### config.mk
export PLATFORM = sky130hd
export DESIGN_NAME = pc_fetch_unit
export DESIGN_NICKNAME = d
export VERILOG_FILES = /design/src/rtl/riscv_pkg.sv /design/src/rtl/if_id_reg.sv /design/src/rtl/pc_fetch_unit.sv
export SDC_FILE = /design/constraint.sdc
export NUM_CORES = 1
export LEC_CHECK = 0
export ABC_CLOCK_PERIOD_IN_PS = 6500
export CAP_MARGIN = 20
export CORE_MARGIN = 4
export CORE_UTILIZATION = 47
export CTS_CLUSTER_SIZE = 28
export DETAILED_ROUTE_END_ITERATION = 8
export PLACE_DENSITY = 0.86
export SYNTH_ARGS = -nofsm -noshare
export SYNTH_HDL_FRONTEND = slang
export SYNTH_SLANG_ARGS = --single-unit
### constraint.sdc
create_clock -name clk -period 6.5 [get_ports clk]
set_input_delay 0.65 -clock clk [delete_from_list [all_inputs] [get_ports clk]]
set_output_delay 0.65 -clock clk [all_outputs]
set_load 0.005 [all_outputs]
### src/rtl/riscv_pkg.sv
// Shared RV32 constants and the IF/ID register control encoding.
package riscv_pkg;

  localparam int          XLEN      = 32;
  localparam logic [31:0] NOP_INSTR = 32'h0000_0013;
  localparam logic [31:0] RESET_PC  = 32'h0000_0000;
  localparam int          PC_INCR   = 4;

  typedef enum logic [1:0] {
    IFID_HOLD   = 2'd0,
    IFID_LOAD   = 2'd1,
    IFID_BUBBLE = 2'd2
  } ifid_ctl_e;

endpackage

### src/rtl/if_id_reg.sv
// IF/ID pipeline register: holds, loads a fetched instruction, or inserts a bubble.
module if_id_reg
  import riscv_pkg::*;
#(
  parameter int             XLEN      = riscv_pkg::XLEN,
  parameter logic [XLEN-1:0] NOP_INSTR = XLEN'(riscv_pkg::NOP_INSTR)
) (
  input  logic            clk,
  input  logic            reset,
  input  ifid_ctl_e       ctl,
  input  logic [XLEN-1:0] instr_in,
  input  logic [XLEN-1:0] pc_in,
  output logic [XLEN-1:0] instr_out,
  output logic [XLEN-1:0] pc_out,
  output logic            valid_out
);

  logic [XLEN-1:0] instr_q, instr_d;
  logic [XLEN-1:0] pc_q, pc_d;
  logic            valid_q, valid_d;

  always_comb begin
    instr_d = instr_q;
    pc_d    = pc_q;
    valid_d = valid_q;
    case (ctl)
      IFID_LOAD: begin
        instr_d = instr_in;
        pc_d    = pc_in;
        valid_d = 1'b1;
      end
      IFID_BUBBLE: begin
        instr_d = NOP_INSTR;
        pc_d    = '0;
        valid_d = 1'b0;
      end
      default: ;
    endcase
  end

  always_ff @(posedge clk) begin
    if (reset) begin
      instr_q <= NOP_INSTR;
      pc_q    <= '0;
      valid_q <= 1'b0;
    end else begin
      instr_q <= instr_d;
      pc_q    <= pc_d;
      valid_q <= valid_d;
    end
  end

  assign instr_out = instr_q;
  assign pc_out    = pc_q;
  assign valid_out = valid_q;

endmodule

### src/rtl/pc_fetch_unit.sv
// Instruction-fetch stage: PC register, next-PC priority mux and IF/ID capture.
// Optional misaligned-redirect check enabled by defining PC_MISALIGN_CHECK_EN.
module pc_fetch_unit
  import riscv_pkg::*;
#(
  parameter int              XLEN      = riscv_pkg::XLEN,
  parameter logic [XLEN-1:0] RESET_PC  = XLEN'(riscv_pkg::RESET_PC),
  parameter logic [XLEN-1:0] NOP_INSTR = XLEN'(riscv_pkg::NOP_INSTR)
) (
  input  logic            clk,
  input  logic            reset,
  input  logic            pc_select,
  input  logic [XLEN-1:0] branch_target,
  input  logic            stall,
  input  logic            imem_ready,
  input  logic [XLEN-1:0] imem_rdata,
  output logic [XLEN-1:0] imem_addr,
  output logic [XLEN-1:0] if_id_instr,
  output logic [XLEN-1:0] if_id_pc,
  output logic            if_id_valid,
  output logic            flush
`ifdef PC_MISALIGN_CHECK_EN
  ,
  output logic            misalign_err
`endif
);

  logic [XLEN-1:0] pc_q, pc_d;
  logic            redirect;
  ifid_ctl_e       ifid_ctl;

`ifdef PC_MISALIGN_CHECK_EN
  logic misaligned;
  logic misalign_err_q;

  assign misaligned = pc_select && (branch_target[1:0] != 2'b00);
  assign redirect   = pc_select && !misaligned;

  always_ff @(posedge clk) begin
    if (reset) begin
      misalign_err_q <= 1'b0;
    end else if (misaligned) begin
      misalign_err_q <= 1'b1;
    end
  end

  assign misalign_err = misalign_err_q;
`else
  assign redirect = pc_select;
`endif

  // Reset discards any redirect, so the squash must not escape during reset.
  assign flush = redirect && !reset;

  always_comb begin
    pc_d     = pc_q;
    ifid_ctl = IFID_HOLD;
    if (redirect) begin
      pc_d     = branch_target;
      ifid_ctl = IFID_BUBBLE;
    end else if (stall) begin
      ifid_ctl = IFID_HOLD;
    end else if (!imem_ready) begin
      ifid_ctl = IFID_BUBBLE;
    end else begin
      pc_d     = pc_q + XLEN'(PC_INCR);
      ifid_ctl = IFID_LOAD;
    end
  end

  always_ff @(posedge clk) begin
    if (reset) begin
      pc_q <= RESET_PC;
    end else begin
      pc_q <= pc_d;
    end
  end

  assign imem_addr = pc_q;

  if_id_reg #(
    .XLEN      (XLEN),
    .NOP_INSTR (NOP_INSTR)
  ) u_if_id_reg (
    .clk       (clk),
    .reset     (reset),
    .ctl       (ifid_ctl),
    .instr_in  (imem_rdata),
    .pc_in     (pc_q),
    .instr_out (if_id_instr),
    .pc_out    (if_id_pc),
    .valid_out (if_id_valid)
  );

endmodule
==> metrics.md <==
| Metric | Value |
|---|---|
| Leakage | 0.00210 uW |
| Total GRT Usage | 23.9% |
| RSZ-0062 raised after global routing | false |
| Die Width | 103 microns |
| Worst path slowest cell | clkdlybuf4s50_1 |
| Synth-to-Final Area Change | 42.6% |
| Rel. slew slack | 28.7% |
| Setup crit start kind | input pin |
| Synthesized area per cell | 8.68 sq um |
| Sequential share of the synthesized area | 45.9% |
| Global-route wire length before repair | 20.1 mm |
| Maximum clock insertion buffer count | 2 |
| Max-slew violation count | 0 |
| Root buffer cell | clkbuf_8 |
| DR vias | 4209 |
| Worst endpoint data arrival time | 3320 ps |
| Cts hold-fix bufs | 0 |
| IO Port Bufs | 166 |
| Initial DRC count | 305 |
| Synth top area share | 45.9% |
| # Post-CTS Setup Buffers | 0 |
| Number of antenna violations at the first check in global routing | 0 |
| Hold Vio Cnt, Final | 0 |
| # fillers | 708 |
| Fin nets | 698 |
| Clock Pin Slew Worst Setup and Hold Paths | 90 ps |
| First-pass DRT Iterations | 5 |
| Routed vias/inst | 5.69 |
| # setup viols final | 0 |
| Diode count | 0 |
| R2r worst-path depth | 5 |
| Vias in the first global route | 4084 |
| Row count | 34 |
| Worst Setup Path Type | input pin to primary output |
| Num CTS Buffers | 9 |
| CP max FO | 37 |
| PostCTS Resize Cnt | 0 |
| Ratio of cells with drive above 1 in the final layout | 4.43% |
| Final Cycle Share | 61.0% |
| Largest net degree at the start of global routing | 101 |
| Setup Skew | 7.65 ps |
| Status | completed |
| Layout Utilization | 68.9% |
| Net Count, Synth | 559 |
| Non-Filler Instances | 740 |
| CTS Sinks | 97 |
| Io pins | 167 |
| Slew @ Worst Pin | 1060 ps |
| Ys flop type | dfxtp_1 |
| Clk Latency, worst-skew pair | 360 ps |
| Initial Util | 48.3% |
| Placed Cells | 723 |
| Post-synthesis cell area | 0.00423 sq mm |
| Hold Crit Class | flop to flop |
| Die Y-Extent | 103 microns |
| DRC viols | 0 |
| Max-cap violations | 0 |
| Peak supply drop | 0.118 mV |
| Hold depth | 2 |
| Power, Total | 1250 uW |
| Setup TNS | 0 ps |
| Number of nets still failing antenna checks after routing | 0 |
| CTS tree | yes |
| Multi-input logic area | 0.00206 sq mm |
| H-tree levels | 3 |
| Worst path max stage delay | 1070 ps |
| Cell taking the most area after synthesis | dfxtp_1 |
| WP data required | 5850 ps |
| Post-synth cell types | 53 |
| Wirelength per Cell | 17.3 microns |
| Critical Path Most Common Cell | clkdlybuf4s50_1 |
| Cell Chain, Critical Path | clkdlybuf4s50_1 -> inv_1 -> buf_4 -> nor2_1 -> clkdlybuf4s50_1 |
| Core Box Area | 0.00876 sq mm |
| WP buf/inv | 4 |
| Register bit count reported by yosys | 97 |
| Cell count after synthesis | 488 |
| Final WL | 12.8 mm |
| Worst Setup End Kind | primary output |
| Critical path's top delay family | buffers and inverters |
| Syn. warnings | 0 |
| Pwr Density | 208 mW/mm^2 |
| Achievable clock frequency | 252 MHz |
| Dpl hpwl | 9.21 mm |
| GR Overflow Total | 0 |
| Post-synth EDFFs | 0 |
| Post-synth ARST share | 0% |
| Total area of sequential cells | 0.00194 sq mm |
| Fin crit period | 3970 ps |
| GP Congestion | 0.854 |
| Die area | 0.0106 sq mm |
| Crit. path cell count | 5 |
| Top post-synthesis cells by area | dfxtp_1 (46%), nor2_1 (7.9%), a22oi_1 (5.3%) |
## area by class of cell
cell class | instances | area share, %
well taps | 108 | 2.24
clock inverters | 6 | 0.850
clock buffers | 10 | 2.11
repair buffers | 169 | 28.0
inverters | 10 | 0.622
multi-input cells | 340 | 34.0
flip-flops and latches | 97 | 32.2
## placed cells by master, fill, tap and decap left out, types with 2 or more instances in the layout
| master | synthesis | final |
|---|---|---|
| a211oi_1 | 12 | 12 |
| a21o_1 | 2 | 2 |
| a21oi_1 | 37 | 37 |
| a221oi_1 | 2 | 2 |
| a22oi_1 | 30 | 30 |
| a311oi_1 | 8 | 8 |
| and2_1 | 2 | 2 |
| and3_1 | 3 | 3 |
| and4_1 | 4 | 4 |
| and4_4 | 2 | 2 |
| buf_4 | 0 | 3 |
| clkbuf_8 | 0 | 9 |
| clkdlybuf4s50_1 | 0 | 165 |
| clkinvlp_4 | 0 | 3 |
| dfxtp_1 | 97 | 97 |
| inv_1 | 10 | 10 |
| inv_6 | 0 | 2 |
| mux2i_1 | 3 | 3 |
| nand2_1 | 12 | 12 |
| nand2b_1 | 3 | 3 |
| nand3_1 | 17 | 17 |
| nand4_1 | 10 | 10 |
| nand4b_1 | 2 | 2 |
| nor2_1 | 89 | 88 |
| nor2b_1 | 2 | 2 |
| nor3_1 | 10 | 10 |
| nor3b_1 | 30 | 30 |
| nor4_1 | 8 | 8 |
| o21ai_0 | 4 | 4 |
| o22ai_1 | 3 | 3 |
| o31ai_1 | 7 | 7 |
| or4_1 | 6 | 6 |
| xnor2_1 | 6 | 6 |
| xor2_1 | 5 | 5 |
## power breakdown
part | total, uW | internal (uW) | switching (uW)
Sequential | 661 | 625 | 36.0
Clock | 370 | 145 | 225
Combinational | 224 | 127 | 96.6
Total | 1250 | 897 | 357
## logic make-up (layout without fill, tap and decap cells)
kind of cell	Yosys count	in the layout	synth area share, %
buf+inv	51	195	5.70
flops	97	97	45.9
xor+xnor	11	11	2.28
mux	3	3	0.709
fa+ha+maj	2	2	0.591
compound gates	116	116	18.6
simple gates	208	208	26.3
## synth_stat cells, types with 5 or more instances
master,instances
nand2_1,12
dfxtp_1,97
a211oi_1,12
nor4_1,8
or4_1,6
nand4_1,10
nand3_1,17
buf_1,7
buf_6,6
xor2_1,5
o31ai_1,7
inv_1,10
a22oi_1,30
a21oi_1,37
a311oi_1,8
nor2_1,89
xnor2_1,6
nor3b_1,30
clkbuf_1,27
nor3_1,10
## sequential cells by signal, summed over array words and instances, names as in the netlist
name,flops
u_if_id_reg.instr_out,32
imem_addr,32
u_if_id_reg.pc_out,32
u_if_id_reg.valid_out,1
## metal layers
metal	vias to the layer above	global-route usage [%]	wire [microns]
met5	-	0	0
met4	0	7.37	191
met3	17	9.00	1500
met2	196	37.6	5760
met1	1950	30.5	5380
li1	2046	-	-
## path summary, 6_finish.rpt
kind,from,to,slack [ps]
hold reg to reg,u_if_id_reg.valid_out$_SDFFE_PP0P_,u_if_id_reg.valid_out$_SDFFE_PP0P_,490
setup reg to reg,imem_addr[2]$_SDFFE_PP0N_,imem_addr[24]$_SDFFE_PP0N_,4170
hold / removal,u_if_id_reg.valid_out$_SDFFE_PP0P_,u_if_id_reg.valid_out$_SDFFE_PP0P_,490
setup / recovery,pc_select,flush,2530
## metrics by stage
| step | hold WS [ps] | cell area, sq um | setup WS (ps) |
|---|---|---|---|
| global route | 521 | 6040 | 2440 |
| detailed placement | 471 | 5840 | 2600 |
| global placement | 454 | 5840 | 2700 |
| finish | 486 | 6040 | 2530 |
| CTS | 492 | 6020 | 2610 |
| floorplan | 462 | 4230 | 3910 |
## tightest hold or removal path: stages (launching register included)
cell,delay (ps)
dfxtp_1,330
nand2_1,60
a21oi_1,60
(Power assumes the default switching activity.)
